### config.mk
export PLATFORM = sky130hd
export DESIGN_NAME = rfft_seq
export DESIGN_NICKNAME = d
export VERILOG_FILES = /design/src/rtl/rfft_seq_pkg.sv /design/src/rtl/rfft_addr_gen.sv /design/src/rtl/rfft_seq.sv
export SDC_FILE = /design/constraint.sdc
export NUM_CORES = 1
export LEC_CHECK = 0
export BUFFER_PORTS_ARGS = -buffer_cell sky130_fd_sc_hd__buf_4
export CORE_MARGIN = 2
export CORE_UTILIZATION = 65
export CTS_BUF_LIST = sky130_fd_sc_hd__clkbuf_8
export CTS_CLUSTER_DIAMETER = 30
export DETAILED_ROUTE_END_ITERATION = 6
export PLACE_DENSITY = 0.9
export SLEW_MARGIN = 30
export SYNTH_ARGS = -nofsm -noshare
export SYNTH_HDL_FRONTEND = slang
export SYNTH_HIERARCHICAL = 1
export SYNTH_SLANG_ARGS = --single-unit
### constraint.sdc
create_clock -name Clk -period 11.7 [get_ports Clk]
set_input_delay 3.51 -clock Clk [delete_from_list [all_inputs] [get_ports Clk]]
set_output_delay 3.51 -clock Clk [all_outputs]
set_load 0.005 [all_outputs]
### src/rtl/rfft_seq_pkg.sv
// rfft_seq shared types: FSM states, PE lane-map codes, size limits.
// Used by the sequencer top and its address generator.
package rfft_seq_pkg;

   localparam int MIN_LOG2N = 4;
   localparam int MAX_LOG2N = 12;

   typedef enum logic [1:0] {
      ST_IDLE,
      ST_RUN,
      ST_FLUSH,
      ST_OUT
   } state_e;

   localparam logic [1:0] SEL_STRAIGHT = 2'd0;
   localparam logic [1:0] SEL_CROSS    = 2'd1;
   localparam logic [1:0] SEL_ROTA     = 2'd2;
   localparam logic [1:0] SEL_ROTB     = 2'd3;

   function automatic logic [3:0] clamp_l(logic [3:0] v, logic [3:0] hi);
      if (v < 4'(MIN_LOG2N)) return 4'(MIN_LOG2N);
      if (v > hi) return hi;
      return v;
   endfunction

endpackage

### src/rtl/rfft_addr_gen.sv
// rfft_addr_gen: combinational map from (stage, size, read/write row)
// to partner addresses, twiddle address and PE/RAM lane selects.
module rfft_addr_gen
   import rfft_seq_pkg::*;
#(
   parameter int LOG2N = 8,
   localparam int AW = LOG2N - 2
) (
   input  logic [3:0]       s_i,
   input  logic [3:0]       l_i,
   input  logic [AW-1:0]    r_i,
   input  logic [AW-1:0]    w_i,
   output logic [AW-1:0]    rd_addr1_o,
   output logic [AW-1:0]    wr_addr1_o,
   output logic [LOG2N-1:0] tf_addr_o,
   output logic [1:0]       rd_sel_o,
   output logic             wr_sel_o
);

   int            na;
   int            sv;
   logic [AW-1:0] mask;
   logic [AW-1:0] kmask;
   logic [AW-1:0] k;
   logic          top_zero;
   logic          rbit;
   logic          wbit;

   // Partner mask, twiddle index and lane selects for the current row
   always_comb begin
      na    = int'(l_i) - 2;
      sv    = int'(s_i);
      mask  = '0;
      kmask = '0;
      rbit  = 1'b0;
      wbit  = 1'b0;
      for (int i = 0; i < AW; i++) begin
         mask[i]  = (i < na) && (i + sv >= na);
         kmask[i] = (i < na - sv);
         if (i == na - sv) rbit = r_i[i];
         if (i == na - 1 - sv) wbit = w_i[i];
      end
      k          = r_i & kmask;
      top_zero   = ((r_i & mask) == '0);
      rd_addr1_o = r_i ^ mask;
      wr_addr1_o = w_i ^ mask;
      wr_sel_o   = wbit;
      if (sv >= na) tf_addr_o = '0;
      else if (top_zero) tf_addr_o = LOG2N'(k) << sv;
      else tf_addr_o = LOG2N'(k) << (sv + 1);
      if (sv == 0) rd_sel_o = SEL_CROSS;
      else if (top_zero) rd_sel_o = SEL_STRAIGHT;
      else if (rbit) rd_sel_o = SEL_ROTA;
      else rd_sel_o = SEL_ROTB;
   end

endmodule

### src/rtl/rfft_seq.sv
// rfft_seq: stage/row sequencer for an in-place radix-2 real FFT PE.
// RFFT_SEQ_BITREV_EN adds a bit-reversed readout phase before Done.
module rfft_seq
   import rfft_seq_pkg::*;
#(
   parameter int WIDTH  = 16,
   parameter int LOG2N  = 8,
   parameter int PE_LAT = 2,
   localparam int AW = LOG2N - 2
) (
   input  logic             Clk,
   input  logic             Reset,
   input  logic             Start,
   input  logic [3:0]       Log2n,
   output logic             Busy,
   output logic             Done,
   output logic [AW-1:0]    Rd_addr0,
   output logic [AW-1:0]    Rd_addr1,
   output logic [AW-1:0]    Wr_addr0,
   output logic [AW-1:0]    Wr_addr1,
   output logic             Wr_en,
   output logic [LOG2N-1:0] Tf_addr,
   output logic             Bypass_n,
   output logic [1:0]       Rd_sel,
   output logic             Wr_sel,
   output logic [3:0]       Stage,
   output logic             Out_valid,
   output logic [AW-1:0]    Out_addr
);

   localparam int CW = LOG2N;

   if (WIDTH < 1 || LOG2N < MIN_LOG2N || LOG2N > MAX_LOG2N ||
       PE_LAT < 1 || PE_LAT > 8) begin : g_bad_param
      $error("rfft_seq: illegal parameter value");
   end

   state_e        state_q, state_d;
   logic [3:0]    l_q, l_d;
   logic [3:0]    s_q, s_d;
   logic [CW-1:0] t_q, t_d;
   logic          done_q, done_d;

   logic [CW-1:0]    m;
   logic [CW-1:0]    flush_end;
   logic             last_stage;
   logic             rd_act;
   logic             wr_act;
   logic [AW-1:0]    r;
   logic [AW-1:0]    w;
   logic [AW-1:0]    ag_rd1;
   logic [AW-1:0]    ag_wr1;
   logic [LOG2N-1:0] ag_tf;
   logic [1:0]       ag_rdsel;
   logic             ag_wrsel;

   assign m          = CW'(1) << (l_q - 4'd2);
   assign flush_end  = m + CW'(PE_LAT - 1);
   assign last_stage = (s_q == l_q - 4'd2);
   assign rd_act     = (state_q == ST_RUN);
   assign wr_act     = ((state_q == ST_RUN) || (state_q == ST_FLUSH)) &&
                       (t_q >= CW'(PE_LAT));
   assign r          = t_q[AW-1:0];
   assign w          = AW'(t_q - CW'(PE_LAT));

   rfft_addr_gen #(.LOG2N(LOG2N)) u_addr_gen (
      .s_i        (s_q),
      .l_i        (l_q),
      .r_i        (r),
      .w_i        (w),
      .rd_addr1_o (ag_rd1),
      .wr_addr1_o (ag_wr1),
      .tf_addr_o  (ag_tf),
      .rd_sel_o   (ag_rdsel),
      .wr_sel_o   (ag_wrsel)
   );

   // State, size, stage and cycle counter registers
   always_ff @(posedge Clk) begin
      if (Reset) begin
         state_q <= ST_IDLE;
         l_q     <= 4'(MIN_LOG2N);
         s_q     <= '0;
         t_q     <= '0;
         done_q  <= 1'b0;
      end else begin
         state_q <= state_d;
         l_q     <= l_d;
         s_q     <= s_d;
         t_q     <= t_d;
         done_q  <= done_d;
      end
   end

   // Next-state: rows of a stage, PE drain, then next stage or finish
   always_comb begin
      state_d = state_q;
      l_d     = l_q;
      s_d     = s_q;
      t_d     = t_q;
      done_d  = 1'b0;
      unique case (state_q)
         ST_IDLE: begin
            if (Start) begin
               state_d = ST_RUN;
               l_d     = clamp_l(Log2n, 4'(LOG2N));
               s_d     = '0;
               t_d     = '0;
            end
         end
         ST_RUN: begin
            t_d = t_q + CW'(1);
            if (t_q == m - CW'(1)) state_d = ST_FLUSH;
         end
         ST_FLUSH: begin
            t_d = t_q + CW'(1);
            if (t_q == flush_end) begin
               t_d = '0;
               if (!last_stage) begin
                  s_d     = s_q + 4'd1;
                  state_d = ST_RUN;
               end else begin
`ifdef RFFT_SEQ_BITREV_EN
                  state_d = ST_OUT;
`else
                  state_d = ST_IDLE;
                  done_d  = 1'b1;
`endif
               end
            end
         end
         ST_OUT: begin
            t_d = t_q + CW'(1);
            if (t_q == m - CW'(1)) begin
               t_d     = '0;
               state_d = ST_IDLE;
               done_d  = 1'b1;
            end
         end
         default: state_d = ST_IDLE;
      endcase
   end

   // Output decode, gated so idle/inactive fields read 0
   always_comb begin
      Busy     = (state_q != ST_IDLE) || done_q;
      Done     = done_q;
      Stage    = (state_q == ST_IDLE) ? 4'd0 : s_q;
      Bypass_n = !(((state_q == ST_RUN) || (state_q == ST_FLUSH)) &&
                   last_stage);
      Rd_addr0 = rd_act ? r : '0;
      Rd_addr1 = rd_act ? ag_rd1 : '0;
      Tf_addr  = rd_act ? ag_tf : '0;
      Rd_sel   = rd_act ? ag_rdsel : SEL_STRAIGHT;
      Wr_en    = wr_act;
      Wr_addr0 = wr_act ? w : '0;
      Wr_addr1 = wr_act ? ag_wr1 : '0;
      Wr_sel   = wr_act ? ag_wrsel : 1'b0;
   end

`ifdef RFFT_SEQ_BITREV_EN
   // Readout strobe with bit-reversed row address over L-2 bits
   always_comb begin
      Out_valid = (state_q == ST_OUT);
      Out_addr  = '0;
      if (state_q == ST_OUT) begin
         for (int j = 0; j < AW; j++) begin
            if (j < int'(l_q) - 2) Out_addr[j] = r[int'(l_q) - 3 - j];
         end
      end
   end
`else
   assign Out_valid = 1'b0;
   assign Out_addr  = '0;
`endif

endmodule

After elaboration in Yosys (flattened, before gate mapping):

Index checks and enable logic that the tools add are counted.

* register bits: 19
* input port bits: 7
* output and inout bits: 50

* multiplexer cells: 54
* bitwise operators: 4
* reduce and logical (&&, ||, !) cells: 21
* add/sub/neg operators: 15
* equal/unequal tests: 21
* magnitude comparators: 21
* shifts and indexed selects: 3

Operators with widths (count)
* 32-bit greater-or-equal comparator: 5
* 3-bit by 32-bit equality test with 1-bit output, first input constant: 4
* 4-bit by 32-bit equality test with 1-bit output, first input constant: 4
* 3-bit by 32-bit < comparator with 1-bit output, first input constant: 4
* 4-bit by 32-bit < comparator with 1-bit output, first input constant: 4
* 2-bit by 32-bit equality test with 1-bit output, first input constant: 2
* 32-bit zero test: 2
* 1-bit by 32-bit < comparator with 1-bit output, first input constant: 2
* 2-bit by 32-bit < comparator with 1-bit output, first input constant: 2
* 32-bit by 5-bit subtractor with 32-bit output: 2
* 8-bit 2-to-1 mux: 6
* 5-bit by 32-bit greater-or-equal comparator with 1-bit output: 1
* 4-bit 2-to-1 mux: 8
* 8-bit case mux with 4 select lines: 1
* 6-bit by 32-bit left shift with 8-bit output: 1
* 32-bit by 2-bit subtractor with 32-bit output, second input constant: 1
* 1-bit 2-to-1 mux: 25
* 6-bit 2-to-1 mux: 4
* 8-bit by 1-bit adder with 8-bit output, second input constant: 2
* 8-bit equality test: 2
* 2-bit 2-to-1 mux: 7
* 6-bit bitwise AND: 2
* 6-bit XOR: 2
* 2-bit by 4-bit adder with 5-bit output, first input constant: 2
* other kinds (29): 44

Logic depth before layout (Yosys ltp):

Gate-level depths: netlist (run 1).

* depth after elaboration: 13
* depth in mapped cells: 17
* mapped depth without buffers: 16

Modules after synthesis:

Netlist (run 1), hierarchy kept.

By module, submodules not included
* rfft_seq: times used 1, area each 1900.6 um^2, cells each 257
* rfft_addr_gen: times used 1, area each 1781.7 um^2, cells each 238

Least setup slack after synthesis (run 1):

OpenSTA, ideal clock, no wires.

* kind: register to output
* start point: register l_q[1]
* end point: output Tf_addr[4]
* setup slack: 4.293 ns
* required time: 8.190 ns
* arrival time: 3.897 ns
* cell stages (with the launch flop): 16
* buffers on the path: 0
* cells stage by stage: dfxtp_1 -> inv_1 -> ha_1 -> xor2_1 -> inv_1 -> ha_1 -> nor2b_1 -> o31a_1 -> ha_1 -> or4_4 -> o21ai_2 -> o211ai_4 -> a211oi_4 -> o211ai_1 -> a211oi_2 -> and2_1

* word-level cells in the longest chain between the ends: 8
* elaborated cells between the ends (all ways): 34

Ends and longest elaborated chain
* from (decl): line rfft_seq.sv:39 `logic [3:0] l_q, l_d;`
* from (signal assigned): line rfft_seq.sv:82 `l_q <= 4'(MIN_LOG2N);`
* from (signal assigned): line rfft_seq.sv:88 `l_q <= l_d;`
* 4-bit by 2-bit subtractor with 5-bit output (*): line rfft_addr_gen.sv:31 `na = int'(l_i) - 2;`
* 32-bit by 5-bit subtractor with 32-bit output, or another cell as far along: line rfft_addr_gen.sv:39 `kmask[i] = (i < na - sv);`
* 1-bit by 32-bit < comparator with 1-bit output, or another cell as far along: line rfft_addr_gen.sv:39
* 6-bit bitwise AND (on tied branches): line rfft_addr_gen.sv:43, rfft_addr_gen.sv:44
* 6-bit by 32-bit left shift with 8-bit output, or another cell as far along: line rfft_addr_gen.sv:50 `else tf_addr_o = LOG2N'(k) << (sv + 1);`
* 8-bit 2-to-1 mux: line rfft_addr_gen.sv:49 `else if (top_zero) tf_addr_o = LOG2N'(k) << sv;`
* 8-bit 2-to-1 mux (*): line rfft_addr_gen.sv:48 `if (sv >= na) tf_addr_o = '0;`
* via ag_tf[4]: line rfft_seq.sv:53 `logic [LOG2N-1:0] ag_tf;`
* 8-bit 2-to-1 mux (*): line rfft_seq.sv:153 `Tf_addr = rd_act ? ag_tf : '0;`
* to (decl): line rfft_seq.sv:22 `output logic [LOG2N-1:0] Tf_addr,`

Mark *: on every way through the listed nets, which the timed path passes. The rest lies on a longest branch.

Final worst setup path (run 1):

* start point: register l_q[1]
* end point: output Tf_addr[5]

Same word-level chain as after synthesis.

==> PnR_summary.wiki, run 1 <==
{| class="wikitable"
! Metric !! Value
|-
| Total leakage power || 0.001803 uW
|-
| Half-perimeter wire length of the detailed placement result || 7561 um
|-
| Sequential element share of the synthesized area || 0.1033
|-
| Dominant register cell in the synthesized netlist || sky130_fd_sc_hd__dfxtp_1
|-
| TritonCTS clock tree || yes
|-
| Startpoint class of the critical path || flip-flop
|-
| Fin Setup TNS || 0 ps
|-
| Standard-cell rows || 27
|-
| Synthesized netlist cell count || 495
|-
| Final critical-path setup slack || 2981 ps
|-
| Number of buffer cells added on primary ports || 49
|-
| Max-slew headroom at the worst pin || 0.3699
|-
| Final worst path period share || 0.7452
|-
| Final Routed Wirelength || 9999 um
|-
| Final RePlAce weighted congestion || 1.021
|-
| Average routed wire per standard cell || 16.69 um
|-
| Latest clock arrival within the worst-skew pair || 260 ps
|-
| Average cell area after synthesis || 7.439 sq um
|-
| Count of endpoints failing setup in the final report || 0
|-
| Synth Area in Compound Gates || 0.2317
|-
| Synth Area in Simple Gates || 0.2783
|-
| Layout cell share with drive strength beyond 1 || 0.1461
|-
| Diode insertion count for antenna repair || 0
|-
| Floorplan die area || 0.006283 sq mm
|-
| Number of antenna violations at the first check in global routing || 0
|-
| Die Width || 79.27 um
|-
| Top library cells by usage in the layout, fill and taps aside || sky130_fd_sc_hd__buf_4 (51), sky130_fd_sc_hd__ha_1 (50), sky130_fd_sc_hd__nand2_1 (38), sky130_fd_sc_hd__nor2_1 (38), sky130_fd_sc_hd__inv_1 (36)
|-
| Buffers inserted during post-CTS setup optimization || 0
|-
| Length of the first detailed-routing pass in iterations || 7
|-
| Data required time of the worst path || 8190 ps
|-
| Detail-routed via count per cell || 6.322
|-
| Dominant combinational cell family by area after synthesis || simple AND/OR/NAND/NOR gates
|-
| Initial core utilization || 0.6728
|-
| GRT Max-Usage Layer || met2
|-
| Remaining global-route overflow || 0
|-
| Met3 usage || 0.05114
|-
| Grt met2 use || 0.5271
|-
| Vias in the first global route || 3445
|-
| Commonest non-fill, non-tap cell in the layout || sky130_fd_sc_hd__buf_4
|-
| Worst-path maximum fanout || 21
|-
| Number of filler cells placed in the layout || 452
|-
| Xor and xnor area share after synthesis || 0.1019
|-
| Combined buffer and inverter count along the critical path || 3
|-
| Post-synth EDFFs || 0
|-
| Data arrival time of the worst path || 5210 ps
|-
| Maximum clock frequency || 114.7 MHz
|-
| Maximum number of pins on one net before global-route repair || 27
|-
| Measured slew at the worst slew-check pin || 938.4 ps
|-
| Worst Min Path Start || state_q[1]
|-
| Worst min path class || reg -> reg
|-
| Proportion of register bits with asynchronous set or reset after synthesis || 0
|-
| Buffer depth of the longest clock path || 2
|-
| Number of distinct standard cells referenced by the synthesized netlist || 71
|-
| Total power divided by cell area || 58.23 mW/mm^2
|-
| Cell repeated most along the worst path || sky130_fd_sc_hd__ha_1
|-
| Post-CTS Resized || 0
|-
| Number of warnings issued by yosys || 6
|-
| Count of unresolved DRC violations after routing || 4
|-
| Number of buffers added by the clock tree synthesis step || 3
|-
| Largest clock skew in the final design || 4.356 ps
|-
| Kind of cell adding the most delay to the critical path || simple AND/OR/NAND/NOR gates
|-
| Mux cell area share after synthesis || 0.01733
|-
| Crit path from || l_q[1]
|-
| Setup repair after global routing missed its margin || no
|-
| Max capacitance violation total || 0
|-
| Global Route Usage Sum || 0.3223
|-
| Clock root buffer || sky130_fd_sc_hd__clkbuf_8
|-
| Non-Filler Instances || 599
|-
| Overall via count from detail_route || 3787
|-
| GR Layer Usage met1 || 0.4341
|-
| Worst supply voltage drop on vdd || 61.69 uV
|-
| Critical path class || reg -> out
|-
| Placed insts || 595
|-
| Largest stage delay on the critical path || 830 ps
|-
| Arithmetic-cell share of the synthesized area counting full adders, half adders and majority gates || 0.1862
|-
| FF+latch count, synth || 19
|-
| Reg-to-reg critical path startpoint || l_q[1]
|-
| Crit-path cells || inv_1 > ha_1 > xor2_1 > inv_1 > ha_1 > nor2b_1 > o31a_1 > ha_1 > nor4_4 > nand2_1 > xnor2_1 > a211oi_1 > o211ai_1 > o221ai_1 > and2_1 > buf_4
|-
| Place WS || 3324 ps
|-
| First-pass GRT wire length || 16390 um
|-
| Count of nets left with antenna violations after detail routing || 0
|-
| Critical path's slowest cell || sky130_fd_sc_hd__dfxtp_1
|-
| Register clock-pin slew on the reported worst setup and hold paths || 80 ps
|-
| Boundary pin count || 57
|-
| Core Region || 0.005473 sq mm
|-
| Total clock sinks || 19
|-
| Max Slew Vio Count || 0
|-
| Final critical path time including I/O delays and setup || 8719 ps
|-
| Hold bufs inserted after CTS || 0
|-
| Failing checks || DRC
|-
| Post-Syn Area || 0.003682 sq mm
|-
| Post-synthesis to final-layout area growth || 10.36%
|-
| Crit path capture type || primary output
|-
| Net total in the final layout || 588
|-
| Run status || complete, but fails checks
|-
| Final Hold Viols || 0
|-
| CTS H-Tree Depth || 1
|-
| Initial DRC Count || 411
|-
| Die extent in y || 79.27 um
|}
-- final timing paths --
check | endpoint | slack, ps | cells past startpoint
setup / recovery | Tf_addr[5] | 2980 | 16
hold / removal | state_q[1] | 550 | 2
setup reg to reg | t_q[4] | 7210 | 13
hold reg to reg | state_q[1] | 550 | 2
-- tightest hold or removal path, cell delays in order (launching register included) --
cell	delay, ps
sky130_fd_sc_hd__dfxtp_1	360
sky130_fd_sc_hd__nand2_1	70
sky130_fd_sc_hd__a31oi_1	70
-- per-layer routing --
layer | part of all wire | vias to the layer above
met5 | 0 | -
met4 | 0.023 | 0
met3 | 0.088 | 34
met2 | 0.46 | 233
met1 | 0.43 | 1735
li1 | - | 1785
-- flip-flops by register name, summed over array words and instances, names as in the netlist --
name and count:
l_q 4, s_q 4, t_q 8, state_q 2
Done 1
-- cells by family after synthesis --
group,count (synthesis)
multiplexers,5
AO/OA/AOI/OAI,122
other,1
XOR/XNOR,42
AND/OR/NAND/NOR,188
buffers and inverters,65
flip-flops,19
adder cells (fa/ha/maj),53
-- final cells by class --
type	instances	area (sq um)	share of cell area
Tap cell	72	90.09	0.02217
Clock buffer	3	41.29	0.01016
Timing Repair Buffer	51	382.9	0.09421
Multi-Input combinational cell	417	3029	0.7454
Inverter	36	135.1	0.03325
Clock inverter	1	5.005	0.001232
Sequential cell	19	380.4	0.09360
-- where the power goes --
part	switching (uW)	total, uW	internal (uW)
Clock	23.7	47.5	23.8
Sequential	3.07	69.2	66.2
Combinational	74.8	120	45.1
-- cells in the mapped netlist (2+ instances only) --
| master | instances | area share |
|---|---|---|
| sky130_fd_sc_hd__a211oi_1 | 12 | 0.024 |
| sky130_fd_sc_hd__a211oi_2 | 2 | 0.0068 |
| sky130_fd_sc_hd__a21boi_0 | 2 | 0.0041 |
| sky130_fd_sc_hd__a21o_1 | 7 | 0.014 |
| sky130_fd_sc_hd__a21oi_1 | 32 | 0.043 |
| sky130_fd_sc_hd__a22o_1 | 3 | 0.0071 |
| sky130_fd_sc_hd__a22oi_1 | 4 | 0.0082 |
| sky130_fd_sc_hd__a311oi_1 | 4 | 0.0095 |
| sky130_fd_sc_hd__a31oi_1 | 6 | 0.010 |
| sky130_fd_sc_hd__and2_1 | 34 | 0.058 |
| sky130_fd_sc_hd__buf_1 | 2 | 0.0020 |
| sky130_fd_sc_hd__buf_2 | 6 | 0.0082 |
| sky130_fd_sc_hd__buf_4 | 7 | 0.014 |
| sky130_fd_sc_hd__clkbuf_1 | 12 | 0.012 |
| sky130_fd_sc_hd__dfxtp_1 | 19 | 0.10 |
| sky130_fd_sc_hd__fa_1 | 3 | 0.016 |
| sky130_fd_sc_hd__ha_1 | 50 | 0.17 |
| sky130_fd_sc_hd__inv_1 | 36 | 0.037 |
| sky130_fd_sc_hd__mux2i_1 | 3 | 0.0082 |
| sky130_fd_sc_hd__nand2_1 | 38 | 0.039 |
| sky130_fd_sc_hd__nand2b_1 | 7 | 0.012 |
| sky130_fd_sc_hd__nand3_1 | 8 | 0.011 |
| sky130_fd_sc_hd__nand4_1 | 2 | 0.0034 |
| sky130_fd_sc_hd__nand4b_1 | 3 | 0.0071 |
| sky130_fd_sc_hd__nor2_1 | 38 | 0.039 |
| sky130_fd_sc_hd__nor2b_1 | 15 | 0.025 |
| sky130_fd_sc_hd__nor3_1 | 15 | 0.020 |
| sky130_fd_sc_hd__nor3_2 | 2 | 0.0054 |
| sky130_fd_sc_hd__nor3b_1 | 3 | 0.0061 |
| sky130_fd_sc_hd__nor4_1 | 3 | 0.0051 |
| sky130_fd_sc_hd__o2111ai_1 | 3 | 0.0071 |
| sky130_fd_sc_hd__o211ai_1 | 6 | 0.012 |
| sky130_fd_sc_hd__o21ai_0 | 18 | 0.024 |
| sky130_fd_sc_hd__o221ai_1 | 2 | 0.0048 |
| sky130_fd_sc_hd__o31a_1 | 3 | 0.0071 |
| sky130_fd_sc_hd__o31ai_1 | 5 | 0.010 |
| sky130_fd_sc_hd__or2_2 | 3 | 0.0051 |
| sky130_fd_sc_hd__or3_1 | 4 | 0.0068 |
| sky130_fd_sc_hd__or4_1 | 2 | 0.0041 |
| sky130_fd_sc_hd__xnor2_1 | 21 | 0.050 |
| sky130_fd_sc_hd__xor2_1 | 20 | 0.048 |
-- per-stage QoR --
stage	util	hold WS (ps)	cell area, sq um	total power [uW]
global route	0.7426	572.7	4064	250.9
detailed placement	0.7341	537.2	4018	186.1
floorplan	-	500.2	3705	161.8
finish	0.7426	548.6	4064	236.6
global placement	0.7341	526.1	4018	183.2
CTS	0.7426	554.9	4064	233.1
Power figures use the tool's default switching activity.
==> inputs of run 2 (changes only) <==
ABC_AREA = 1   (was default)
CORE_UTILIZATION = 55   (was 65)
PLACE_DENSITY = 0.8   (was 0.9)
clock period = 7 ns   (was 11.7 ns; I/O delays follow)
==> run 2 against run 1 <==
  * The flow now finishes without violations
  * Combinational power grew to 6.7 times the previous value
  * Die area grew 24%
  * Final area is 7.3% higher
  * Total power rose to 4.3 times the previous value
  * Synthesized area grew 6.3%
  * Flip-flop and latch count stayed put
  * Clock power grew 61%
  * Sequential share of layout area is 0.64 points lower
==> PnR_summary.wiki, run 2 <==
{| class="wikitable"
! Metric !! Value
|-
| Mux cell area share after synthesis || 0 (-0.01733)
|-
| Proportion of register bits with asynchronous set or reset after synthesis || 0 (unchanged)
|-
| Post-CTS Resized || 0 (unchanged)
|-
| Initial core utilization || 0.5731 (-0.09976)
|-
| Floorplan die area || 0.007809 sq mm (+24%)
|-
| Dominant combinational cell family by area after synthesis || simple AND/OR/NAND/NOR gates
|-
| Clock root buffer || sky130_fd_sc_hd__clkbuf_8
|-
| Layout cell share with drive strength beyond 1 || 0.1514 (+0.005319)
|-
| Average routed wire per standard cell || 13.77 um (-18%)
|-
| Measured slew at the worst slew-check pin || 870.9 ps (-67.52 ps)
|-
| TritonCTS clock tree || yes
|-
| Number of buffers added by the clock tree synthesis step || 3 (unchanged)
|-
| Post-Syn Area || 0.003915 sq mm (+6.3%)
|-
| Max FFs per register || 8 (unchanged)
|-
| Count of unresolved DRC violations after routing || 0 (-4)
|-
| Xor and xnor area share after synthesis || 0.06903 (-0.03291)
|-
| Registers with the highest flip-flop counts || t_q: 8 flops, l_q: 4 flops, s_q: 4 flops
|-
| Worst min path class || reg -> reg
|-
| Die Width || 88.37 um (+11%)
|-
| Diode insertion count for antenna repair || 0 (unchanged)
|-
| Standard-cell rows || 30 (+11%)
|-
| Dominant register cell in the synthesized netlist || sky130_fd_sc_hd__dfxtp_1
|-
| Buffers inserted during post-CTS setup optimization || 0 (unchanged)
|-
| First-pass GRT wire length || 17640 um (+7.6%)
|-
| Register clock-pin slew on the reported worst setup and hold paths || 70 ps (about the same)
|-
| Final worst path period share || 0.9237
|-
| Length of the first detailed-routing pass in iterations || 5 (-2)
|-
| Startpoint class of the critical path || flip-flop
|-
| Data arrival time of the worst path || 4370 ps (-840 ps)
|-
| Run status || finished, final reports clean
|-
| Arithmetic-cell share of the synthesized area counting full adders, half adders and majority gates || 0.1751 (-0.01107)
|-
| Total clock sinks || 19 (unchanged)
|-
| Hold bufs inserted after CTS || 0 (unchanged)
|-
| Final Hold Viols || 0 (unchanged)
|-
| Synth top cells by count || sky130_fd_sc_hd__nand2_1 (154), sky130_fd_sc_hd__inv_1 (121), sky130_fd_sc_hd__nor2_1 (68)
|-
| Synth Area in Compound Gates || 0.1048 (-0.1269)
|-
| Initial DRC Count || 290 (-29%)
|-
| Worst supply voltage drop on vdd || 239.7 uV (+290%)
|-
| Vias in the first global route || 3872 (+12%)
|-
| Data required time of the worst path || 4900 ps (-3290 ps)
|-
| Fin Setup TNS || 0 ps (unchanged)
|-
| Maximum number of pins on one net before global-route repair || 25 (-7.4%)
|-
| Number of antenna violations at the first check in global routing || 0 (unchanged)
|-
| Net total in the final layout || 761 (+29%)
|-
| Library cell occupying the most area in the post-synthesis netlist || sky130_fd_sc_hd__ha_1
|-
| Count of endpoints failing setup in the final report || 0 (unchanged)
|-
| Synth Area in Simple Gates || 0.3918 (+0.1135)
|-
| Max capacitance violation total || 0 (unchanged)
|-
| FF+latch count, synth || 19 (unchanged)
|-
| Die extent in y || 88.37 um (+11%)
|-
| Worst-path maximum fanout || 9 (-57%)
|-
| Maximum clock frequency || 154.7 MHz
|-
| Total power divided by cell area || 234.2 mW/mm^2 (+300%)
|-
| Detail-routed via count per cell || 5.307 (-16%)
|-
| Boundary pin count || 57 (unchanged)
|-
| Largest clock skew in the final design || 6.678 ps (+2.322 ps)
|-
| Max Slew Vio Count || 0 (unchanged)
|-
| Final critical path time including I/O delays and setup || 6466 ps
|-
| Most instantiated library cell after synthesis || sky130_fd_sc_hd__nand2_1
|-
| Largest cells by area after synthesis || sky130_fd_sc_hd__ha_1 (16%), sky130_fd_sc_hd__nand2_1 (15%), sky130_fd_sc_hd__inv_1 (12%)
|-
| Final Routed Wirelength || 10960 um (+9.6%)
|-
| Final RePlAce weighted congestion || 0.9176 (-10%)
|-
| Latest clock arrival within the worst-skew pair || 260 ps (about the same)
|-
| Post-synth EDFFs || 0 (unchanged)
|-
| Global Route Usage Sum || 0.2823 (-0.04004)
|-
| Overall power consumption || 1022 uW (+330%)
|-
| Final core area utilization || 0.6385 (-0.1041)
|-
| Setup repair after global routing missed its margin || no
|-
| Number of distinct standard cells referenced by the synthesized netlist || 42 (-41%)
|-
| Area share of the largest cell type after synthesis || 0.1598 (-0.01010)
|-
| Crit path capture type || primary output
|-
| CTS H-Tree Depth || 1 (unchanged)
|-
| Post-synthesis to final-layout area growth || 11.41%
|-
| Final critical-path setup slack || 533.9 ps (-2447 ps)
|-
| Register with the highest flop count || t_q
|-
| Half-perimeter wire length of the detailed placement result || 8812 um (+17%)
|-
| Count of nets left with antenna violations after detail routing || 0 (unchanged)
|-
| Total leakage power || 0.002615 uW (+45%)
|-
| Sequential element share of the synthesized area || 0.09716 (-0.006140)
|-
| Remaining global-route overflow || 0 (unchanged)
|-
| Overall via count from detail_route || 4224 (+12%)
|-
| Number of warnings issued by yosys || 6 (unchanged)
|-
| Commonest non-fill, non-tap cell in the layout || sky130_fd_sc_hd__nand2_1
|-
| Buffer depth of the longest clock path || 2 (unchanged)
|-
| Top library cells by usage in the layout, fill and taps aside || sky130_fd_sc_hd__nand2_1 (154), sky130_fd_sc_hd__inv_1 (122), sky130_fd_sc_hd__nor2_1 (68)
|-
| Place WS || 896.1 ps (-2428 ps)
|-
| Average cell area after synthesis || 5.959 sq um (-20%)
|-
| Max-slew headroom at the worst pin || 0.4194 (+0.04951)
|-
| Synthesized netlist cell count || 657 (+33%)
|-
| Number of buffer cells added on primary ports || 49 (unchanged)
|-
| Critical path class || reg -> out
|-
| Core Region || 0.006832 sq mm (+25%)
|}
[run 2: worst max-delay path, cell delays in order (launching register included)]
cell	delay [ps]
sky130_fd_sc_hd__dfxtp_1	430
sky130_fd_sc_hd__inv_1	120
sky130_fd_sc_hd__ha_1	440
sky130_fd_sc_hd__inv_1	90
sky130_fd_sc_hd__ha_1	570
sky130_fd_sc_hd__nand3_2	170
sky130_fd_sc_hd__a21oi_4	310
sky130_fd_sc_hd__o21ai_2	120
sky130_fd_sc_hd__nand3_1	120
sky130_fd_sc_hd__inv_1	50
sky130_fd_sc_hd__ha_1	170
sky130_fd_sc_hd__nor2_1	140
sky130_fd_sc_hd__nand3_2	170
sky130_fd_sc_hd__nand2_1	160
sky130_fd_sc_hd__nand2_2	140
sky130_fd_sc_hd__inv_2	140
sky130_fd_sc_hd__nand4_1	140
sky130_fd_sc_hd__nand2_1	90
sky130_fd_sc_hd__nand2_1	60
sky130_fd_sc_hd__nand2_1	60
sky130_fd_sc_hd__nand2_1	50
sky130_fd_sc_hd__nor2_1	100
sky130_fd_sc_hd__nand2_1	60
sky130_fd_sc_hd__inv_1	80
sky130_fd_sc_hd__buf_4	100
[run 2: cells by family after synthesis]
family | Yosys count
DFF | 19
xor gates and xnor gates | 30
other | 1
and+or+nand+nor | 334
adders and majority gates | 53
AOI/OAI and AO/OA | 69
buffers and inverters | 151
[run 2: path summary, 6_finish.rpt]
kind / endpoint / slack, ps / from / cells after the start
max: Tf_addr[5] / 530 / l_q[2] / 24
min: state_q[1] / 550 / state_q[1] / 2
max reg2reg: state_q[1] / 3750 / l_q[1] / 19
min reg2reg: state_q[1] / 550 / state_q[1] / 2
[run 2: layer usage]
layer  global-route usage  vias to the layer above  wire length [um]
met5                    0                        -                 0
met4               0.1047                        0               409
met3              0.01493                       41               406
met2               0.5215                      125              5373
met1               0.3436                     1926              4769
li1                     -                     2132                 -
[run 2: layout make-up]
type / instances / area [sq um]
multi-input combinational: 493 / 2927
timing repair buffer: 53 / 397.9
clock inverter: 1 / 3.754
sequential: 19 / 380.4
fill: 655 / 2470
tap: 96 / 120.1
inverter: 131 / 491.7
clock buffer: 3 / 41.29
[run 2: stage by stage]
step / cells / cell area, sq um / hold slack, ps
2_1_floorplan: 663 / 3938 / 482.5
3_3_place_gp: 792 / 4317 / 512.4
3_5_place_dp: 792 / 4317 / 527.8
4_1_cts: 796 / 4362 / 537.8
5_1_grt: 796 / 4362 / 571.6
6_report: 796 / 4362 / 547.8
[run 2: report_power, final]
group	internal, uW	switching, uW	total, uW
registers	121	23.6	144
logic	269	532	801
clock network	39.1	37.1	76.3
